$ cat src/rtl/uart_rx_pkg.sv
// Shared UART receive definitions: FSM state encoding, oversampling constants and helpers.
// Kept separate so the transmit side can reuse the same encodings.
package uart_rx_pkg;

    localparam int unsigned UART_OVERSAMPLE = 16;
    localparam int unsigned SAMPLE_W        = 4;
    localparam int unsigned DIV_W           = 16;

    typedef enum logic [2:0] {
        ST_IDLE   = 3'd0,
        ST_START  = 3'd1,
        ST_DATA   = 3'd2,
        ST_PARITY = 3'd3,
        ST_STOP   = 3'd4
    } uart_state_e;

    // Bit value is voted from samples 7/8/9; a bit period ends at index 15.
    localparam logic [SAMPLE_W-1:0] MAJ_IDX_LO  = SAMPLE_W'(7);
    localparam logic [SAMPLE_W-1:0] MAJ_IDX_MID = SAMPLE_W'(8);
    localparam logic [SAMPLE_W-1:0] MAJ_IDX_HI  = SAMPLE_W'(9);
    localparam logic [SAMPLE_W-1:0] BIT_END_IDX = SAMPLE_W'(UART_OVERSAMPLE - 1);

    function automatic logic majority3(input logic a, input logic b, input logic c);
        return (a & b) | (a & c) | (b & c);
    endfunction

endpackage

$ cat src/rtl/uart_baud_gen.sv
// Oversample tick generator: latches the baud divisor on restart and pulses tick_c
// once every div clocks (div = 0 is treated as 1).
module uart_baud_gen
    import uart_rx_pkg::*;
(
    input  logic             clk_i,
    input  logic             rst_ni,
    input  logic             restart_i,
    input  logic [DIV_W-1:0] baud_div_i,
    output logic             tick_c
);

    logic [DIV_W-1:0] div_q, div_d;
    logic [DIV_W-1:0] cnt_q, cnt_d;

    assign tick_c = (cnt_q == div_q - DIV_W'(1));

    // Restart wins over a coincident tick so a new frame always starts from count 0.
    always_comb begin
        div_d = div_q;
        cnt_d = cnt_q + DIV_W'(1);
        if (restart_i) begin
            div_d = (baud_div_i == '0) ? DIV_W'(1) : baud_div_i;
            cnt_d = '0;
        end else if (tick_c) begin
            cnt_d = '0;
        end
    end

    always_ff @(posedge clk_i or negedge rst_ni) begin
        if (!rst_ni) begin
            div_q <= DIV_W'(1);
            cnt_q <= '0;
        end else begin
            div_q <= div_d;
            cnt_q <= cnt_d;
        end
    end

endmodule

$ cat src/rtl/uart_rx.sv
// UART receiver: 2-FF synchroniser, 16x oversampled majority-vote deframer for
// 8N1 (optionally even-parity) characters, delivering a one-cycle strobe per frame.
module uart_rx
    import uart_rx_pkg::*;
#(
    parameter int unsigned DATA_WIDTH = 8,
    parameter int unsigned OVERSAMPLE = UART_OVERSAMPLE,
    parameter int unsigned PARITY_EN  = 0
) (
    input  logic                  clk_i,
    input  logic                  rst_ni,
    input  logic                  en_i,
    input  logic [DIV_W-1:0]      baud_div_i,
    input  logic                  rx_i,
    output logic [DATA_WIDTH-1:0] data_o,
    output logic                  valid_o,
    output logic                  frame_err_o,
    output logic                  parity_err_o,
    output logic                  busy_o
);

    localparam int unsigned         BIT_CNT_W = $clog2(DATA_WIDTH + 1);
    localparam logic [SAMPLE_W-1:0] LAST_IDX  = SAMPLE_W'(OVERSAMPLE - 1);

    logic sync1_q, sync2_q, prev_q;

    uart_state_e             state_q, state_d;
    logic [SAMPLE_W-1:0]     sample_q, sample_d;
    logic                    s_lo_q, s_lo_d;
    logic                    s_mid_q, s_mid_d;
    logic [DATA_WIDTH-1:0]   shift_q, shift_d;
    logic [BIT_CNT_W-1:0]    bit_cnt_q, bit_cnt_d;
    logic                    perr_pend_q, perr_pend_d;
    logic [DATA_WIDTH-1:0]   data_q, data_d;
    logic                    valid_q, valid_d;
    logic                    ferr_q, ferr_d;
    logic                    perr_q, perr_d;
    logic                    busy_q, busy_d;

    logic fall_c;
    logic restart_c;
    logic tick_c;
    logic bit_c;
    logic at_maj_c;
    logic at_end_c;

    // Both synchroniser flops and the edge-history flop idle high like the line.
    always_ff @(posedge clk_i or negedge rst_ni) begin
        if (!rst_ni) begin
            sync1_q <= 1'b1;
            sync2_q <= 1'b1;
            prev_q  <= 1'b1;
        end else begin
            sync1_q <= rx_i;
            sync2_q <= sync1_q;
            prev_q  <= sync2_q;
        end
    end

    assign fall_c    = prev_q & ~sync2_q;
    assign restart_c = en_i & (state_q == ST_IDLE) & fall_c;
    assign bit_c     = majority3(s_lo_q, s_mid_q, sync2_q);
    assign at_maj_c  = tick_c & (sample_q == MAJ_IDX_HI);
    assign at_end_c  = tick_c & (sample_q == LAST_IDX);

    uart_baud_gen u_baud_gen (
        .clk_i      (clk_i),
        .rst_ni     (rst_ni),
        .restart_i  (restart_c),
        .baud_div_i (baud_div_i),
        .tick_c     (tick_c)
    );

    // Next-state and output logic; the stop bit is judged mid-bit so frames can abut.
    always_comb begin
        state_d     = state_q;
        sample_d    = sample_q;
        s_lo_d      = s_lo_q;
        s_mid_d     = s_mid_q;
        shift_d     = shift_q;
        bit_cnt_d   = bit_cnt_q;
        perr_pend_d = perr_pend_q;
        data_d      = data_q;
        valid_d     = 1'b0;
        ferr_d      = 1'b0;
        perr_d      = 1'b0;

        if (!en_i) begin
            state_d  = ST_IDLE;
            sample_d = '0;
        end else if (state_q == ST_IDLE) begin
            if (fall_c) begin
                state_d     = ST_START;
                sample_d    = '0;
                bit_cnt_d   = '0;
                perr_pend_d = 1'b0;
            end
        end else if (tick_c) begin
            sample_d = (sample_q == LAST_IDX) ? '0 : sample_q + SAMPLE_W'(1);
            if (sample_q == MAJ_IDX_LO) begin
                s_lo_d = sync2_q;
            end
            if (sample_q == MAJ_IDX_MID) begin
                s_mid_d = sync2_q;
            end

            case (state_q)
                ST_START: begin
                    if (at_maj_c && bit_c) begin
                        state_d = ST_IDLE;
                    end else if (at_end_c) begin
                        state_d = ST_DATA;
                    end
                end
                ST_DATA: begin
                    if (at_maj_c) begin
                        shift_d   = {bit_c, shift_q[DATA_WIDTH-1:1]};
                        bit_cnt_d = bit_cnt_q + BIT_CNT_W'(1);
                    end
                    if (at_end_c && (bit_cnt_q == BIT_CNT_W'(DATA_WIDTH))) begin
                        state_d = (PARITY_EN != 0) ? ST_PARITY : ST_STOP;
                    end
                end
                ST_PARITY: begin
                    if (at_maj_c) begin
                        perr_pend_d = (^shift_q) ^ bit_c;
                    end
                    if (at_end_c) begin
                        state_d = ST_STOP;
                    end
                end
                ST_STOP: begin
                    if (at_maj_c) begin
                        data_d  = shift_q;
                        valid_d = 1'b1;
                        ferr_d  = ~bit_c;
                        perr_d  = (PARITY_EN != 0) && perr_pend_q;
                        state_d = ST_IDLE;
                    end
                end
                default: state_d = ST_IDLE;
            endcase
        end

        busy_d = (state_d != ST_IDLE);
    end

    always_ff @(posedge clk_i or negedge rst_ni) begin
        if (!rst_ni) begin
            state_q     <= ST_IDLE;
            sample_q    <= '0;
            s_lo_q      <= 1'b0;
            s_mid_q     <= 1'b0;
            shift_q     <= '0;
            bit_cnt_q   <= '0;
            perr_pend_q <= 1'b0;
            data_q      <= '0;
            valid_q     <= 1'b0;
            ferr_q      <= 1'b0;
            perr_q      <= 1'b0;
            busy_q      <= 1'b0;
        end else begin
            state_q     <= state_d;
            sample_q    <= sample_d;
            s_lo_q      <= s_lo_d;
            s_mid_q     <= s_mid_d;
            shift_q     <= shift_d;
            bit_cnt_q   <= bit_cnt_d;
            perr_pend_q <= perr_pend_d;
            data_q      <= data_d;
            valid_q     <= valid_d;
            ferr_q      <= ferr_d;
            perr_q      <= perr_d;
            busy_q      <= busy_d;
        end
    end

    assign data_o       = data_q;
    assign valid_o      = valid_q;
    assign frame_err_o  = ferr_q;
    assign parity_err_o = perr_q;
    assign busy_o       = busy_q;

endmodule
$ cat config.mk
export PLATFORM = sky130hd
export DESIGN_NAME = uart_rx
export DESIGN_NICKNAME = d
export VERILOG_FILES = /design/src/rtl/uart_rx_pkg.sv /design/src/rtl/uart_baud_gen.sv /design/src/rtl/uart_rx.sv
export SDC_FILE = /design/constraint.sdc
export NUM_CORES = 1
export LEC_CHECK = 0
export ABC_CLOCK_PERIOD_IN_PS = 4100
export CORE_MARGIN = 2
export CORE_UTILIZATION = 60
export CTS_BUF_LIST = sky130_fd_sc_hd__clkbuf_4
export DETAILED_ROUTE_END_ITERATION = 16
export PLACE_DENSITY = 0.8
export RECOVER_POWER = 50
export SKIP_LAST_GASP = 1
export SYNTH_ARGS = -nofsm -noshare
export SYNTH_HDL_FRONTEND = slang
export SYNTH_SLANG_ARGS = --single-unit
$ cat constraint.sdc
create_clock -name clk_i -period 4.1 [get_ports clk_i]
set_input_delay 0.82 -clock clk_i [delete_from_list [all_inputs] [get_ports clk_i]]
set_output_delay 0.82 -clock clk_i [all_outputs]
set_load 0.1 [all_outputs]
### Word-level counts from Yosys, hierarchy flattened

Index checks and enable logic that the tools add are counted.

* flip-flop bits (word level): 67
* logic and storage cells: 91
* bits of input ports: 20

* multiplexer cells: 32
* add/subtract/negate cells: 4
* reductions and logical operators: 14
* equality and inequality tests: 13
* bitwise gates (word level): 13

Operators with widths (count)
* 16-bit 2-to-1 mux: 3
* 4-bit 2-to-1 mux: 9
* 3-bit 2-to-1 mux: 9
* 16-bit by 1-bit adder with 16-bit output (second input constant): 1
* 16-bit equality test: 1
* 4-bit equality test (second input constant): 4
* 16-bit zero test: 1
* 16-bit by 1-bit subtractor with 16-bit output (second input constant): 1
* 5-bit AND reduction: 3
* 3-bit case mux with 4 select lines: 1
* 1-bit 2-to-1 mux: 10
* 4-bit by 1-bit adder with 4-bit output (second input constant): 2
* 1-bit AND: 8
* 4-bit AND reduction: 2
* 3-bit by 2-bit equality test with 1-bit output (second input constant): 2
* 2-bit nonzero test: 3
* 4-bit by 3-bit equality test with 1-bit output (second input constant): 1
* 3-bit by 1-bit equality test with 1-bit output (second input constant): 1
* 3-bit equality test (second input constant): 1
* 3-bit zero test: 1
* 3-bit by 1-bit inequality test with 1-bit output (second input constant): 1
* 3-bit inequality test (second input constant): 1
* 1-bit NOT: 3
* 3-bit nonzero test: 1
* 4 further kinds: 6

### Longest topological paths before layout

* word-level depth: 10
* gate-level depth with buffers: 11
* mapped depth without buffers: 9

### By module

A second synthesis with hierarchy kept.

* cell total of the unflattened synthesis: 332
* area, all modules: 3598.5 µm²

Modules (own cells, without submodules)
* uart_baud_gen: cells an instance 193, area an instance 1963.1 µm², times used 1
* uart_rx: cells an instance 139, area an instance 1635.3 µm², times used 1

### Least setup slack after synthesis

No wires, ideal clock.

* path kind: reg-to-reg
* from: register u_baud_gen.div_q[7]
* to: register s_lo_q
* period minus slack after synthesis: 3368 ps
* setup time: 128 ps
* data required time: 3972 ps
* stages on the path, launching flop included: 11
* arrival time: 3240 ps
* path slack: 732 ps
* buffers on the path: 3
* cell sequence: dfrtp_1 buf_6 or4_1 buf_2 or4_1 a211oi_2 o22ai_2 or4_1 buf_4 nor4_4 mux2_1

* word-level cells in the longest chain between the ends: 3

RTL lines
* start: declaration: line uart_baud_gen.sv:13 `logic [DIV_W-1:0] div_q, div_d;`
* start signal: assignment: line uart_baud_gen.sv:35 `div_q <= div_d;`
* 16-bit by 1-bit subtractor with 16-bit output: line uart_baud_gen.sv:16 `assign tick_c = (cnt_q == div_q - DIV_W'(1));`
* 16-bit equality test: line uart_baud_gen.sv:16
* 4-bit AND reduction (no line)
* end signal: assignment: line uart_rx.sv:165 `s_lo_q <= s_lo_d;`
* end: declaration: line uart_rx.sv:29 `logic s_lo_q, s_lo_d;`

No other way between the ends.
A chain may end at the register's enable or synchronous reset.

### Worst setup path in the final report

Same ends and word-level chain as after synthesis.

==> results.py <==
metrics = {
    "power_and_ir_drop": {
        "power.density_mw_per_mm2": 388,
        "p_clk_share_pct": 26.9,
        "ir_drop_v": 0.000259,
        "p_sw_share_pct": 31.5,
        "p_sw_mw": 0.505,
        "intPower_mw": 1.10,
        "seq_power_share_pct": 51.8,
        "p_leak_nw": 1.83,
        "comb_power_share_pct": 21.3,
    },
    "finish": {
        "antennaDiodeCount": 0,
        "post-route-util_pct": 70.1,
        "mostFrequentLayoutCell": "dfrtp_1",
        "drive_above_1_share_pct": 12.9,
        "multiInputGateArea_mm2": 0.00186,
        "syn2layout_area_growth_pct": 13.2,
        "fill_cells": 458,
        "final_cell_mix": "dfrtp_1, clkdlybuf4s50_1, nand2_1",
        "regArea_mm2": 0.00168,
        "stdcell_count": 455,
        "nNetsFinal": 402,
    },
    "synthesis": {
        "syn_avg_cell_area_um2": 10.7,
        "synth_adder_area_share_pct": 2.68,
        "ys_warn_count": 0,
        "muxShareOfSynthArea_pct": 11.3,
        "synth_top_family_by_area": "simple AND/OR/NAND/NOR gates",
        "synth-async-reset-ratio_pct": 100,
        "yosys.cell_types.count": 60,
        "syn_area_mm2": 0.00364,
        "synth-seq-cells": 67,
        "synthesis.nets": 369,
        "ys.flop_type": "dfrtp_1",
        "synth-simple-area-share_pct": 20.4,
        "synth_xor_area_share_pct": 7.45,
        "synth_cells": 342,
        "synth-edff-count": 0,
        "synth_compound_area_share_pct": 9.20,
        "yosysSeqAreaShare_pct": 46.1,
    },
    "sta": {
        "max_freq_mhz": 272,
        "rsz0062_at_grt": "no",
        "tightest_slew_ns": 1.65,
        "finClkSkew_ns": 0.0120,
        "drv_slew": 33,
        "min_period_over_period_pct": 89.7,
        "slew_headroom_pct": -9.84,
        "setup_viol": 0,
        "hold_violations": 0,
        "tns_ns": 0,
        "final_period_minus_worst_setup_slack_ns": 3.68,
        "fin_hold_ws_ns": 0.368,
    },
    "grt": {
        "antenna_found_initial": 0,
        "grt_use_total_pct": 24.7,
        "first_global_vias": 2624,
        "grt_pass1_wl_um": 12400,
        "grt_max_degree": 33,
        "overflow": 0,
    },
    "drt": {
        "drtPass1Iterations": 5,
        "drt-initial-drc-count": 173,
        "wl_um": 7630,
        "vias": 2774,
        "drtAntennaViolNets": 0,
        "wl_per_cell_um": 16.8,
        "routed_via_density": 6.10,
        "drc": 0,
    },
    "floorplan": {
        "die-area_mm2": 0.00671,
        "core-area_mm2": 0.00589,
        "start_util_pct": 61.9,
        "rows": 28,
        "die_w_um": 81.9,
        "io_pins": 32,
        "die_height_um": 81.9,
    },
    "worst_setup_path": {
        "cp_max_fo": 8,
        "crit_arrival_ns": 3.98,
        "slowest_delay_ns": 0.80,
        "crit_path_start_kind": "register",
        "end_kind": "register",
        "path_class": "register to register",
        "startpoint": "u_baud_gen.div_q[7]",
        "reg2regPathDepth": 7,
        "path_cells": "or4_1, or4_1, a211oi_2, o22ai_2, or4_1, nor4_4, mux2_1",
        "worst-endpoint-required_ns": 4.40,
        "critPathSlowestCell": "or4_1",
        "reg2reg_setup_slack_ns": 0.42,
        "reg2reg_from": "u_baud_gen.div_q[7]",
        "critPathMostFrequentCell": "or4_1",
    },
    "placed_design": {
        "numPlacedInstances": 439,
        "gp_congestion": 0.872,
        "hpwl_um": 5610,
        "port-buffer-count": 30,
    },
    "min_path": {
        "holdPathStages": 0,
        "min_path_type": "register to register",
        "hp-start": "sync1_q",
    },
    "clock_network": {
        "tritoncts": "done",
        "cts-root-buf": "clkbuf_4",
        "clkTransAtPathRegs_ns": 0.11,
        "post-cts-setup-buffers": 0,
        "clock_path_buffers": 2,
        "ctsHoldBuffers": 0,
        "cts_buffers": 9,
        "htreeDepth": 3,
        "insertion_delay_ns": 0.41,
        "clkSinkCount": 67,
        "cts_resized": 0,
    },
    "run": {
        "maxCapViolations": 1,
    },
    "status": {
        "violations": "capacitance limit, slew limit",
        "status": "finished with violations",
    },
}
kinds of logic after synthesis:
kind of cell / count (synthesis)
buffers and inverters: 22
AO/OA/AOI/OAI: 45
XOR/XNOR: 31
AND/OR/NAND/NOR: 131
adder cells (fa/ha/maj): 8
other: 1
flip-flops: 67
multiplexers: 37
synth_stat cells (6+ instances only):
cell	number	share of area (%)
dfrtp_1	63	43
xnor2_1	17	4.1
inv_1	10	1.0
xor2_1	14	3.4
nor3_1	8	1.1
nand2_1	25	2.6
and3_1	13	2.2
ha_1	7	2.4
mux2_2	20	6.2
or3_1	6	1.0
clkbuf_1	7	0.72
nor2_1	23	2.4
nand3_1	15	2.1
mux2_1	12	3.7
nor4_1	6	1.0
o21ai_0	12	1.6
through the flow:
stage          area [um2]  setup slack, ns  power, mW
2_1_floorplan        3640            0.732       1.07
5_1_grt              4130            0.287       1.69
6_report             4130            0.420       1.60
3_3_place_gp         4000            0.553       1.17
3_5_place_dp         4000            0.485       1.18
4_1_cts              4140            0.457       1.61
per-layer routing:
layer  global-route usage, %  vias up  routed length (um)
met5                       0        -                   0
met4                    9.50        0                 106
met3                    5.27       10                 444
met2                    37.8       96                3520
met1                    34.4     1364                3570
li1                        -     1304                   -
layout make-up:
cell class / count / share of cell area [%]
Clock buffer: 12 / 2.18
Clock inverter: 4 / 1.06
Inverter: 10 / 0.910
Multi-Input combinational cell: 253 / 45.1
Sequential cell: 67 / 40.8
Tap cell: 75 / 2.27
Timing Repair Buffer: 34 / 7.67
power by group through the flow:
stage / logic (mW) / clock network (mW) / registers (mW)
CTS: 0.342 / 0.437 / 0.829
global placement: 0.329 / 0 / 0.838
detailed placement: 0.340 / 0 / 0.842
floorplan: 0.263 / 0 / 0.812
finish: 0.342 / 0.431 / 0.830
global route: 0.374 / 0.469 / 0.844
path summary, 6_finish.rpt:
kind / endpoint
min: sync2_q
min in group asynchronous: u_baud_gen.cnt_q[15]
max: s_lo_q
max in group asynchronous: data_o[4]
max reg2reg: s_lo_q
min reg2reg: sync2_q
flip-flops by register name, summed over array words and instances (netlist names):
signal / cells
prev_q: 1
valid_o: 1
s_lo_q: 1
u_baud_gen.cnt_q: 16
state_q: 3
sync1_q: 1
frame_err_o: 1
u_baud_gen.div_q: 16
bit_cnt_q: 4
s_mid_q: 1
sample_q: 4
shift_q: 8
sync2_q: 1
data_o: 8
busy_o: 1
critical path, delay by kind of cell (launching register included):
family	cells	cell delay [ns]
simple gates	4	2.36
compound gates	2	0.40
mux	1	0.34
flops	1	0.47
(Power assumes the default switching activity.)
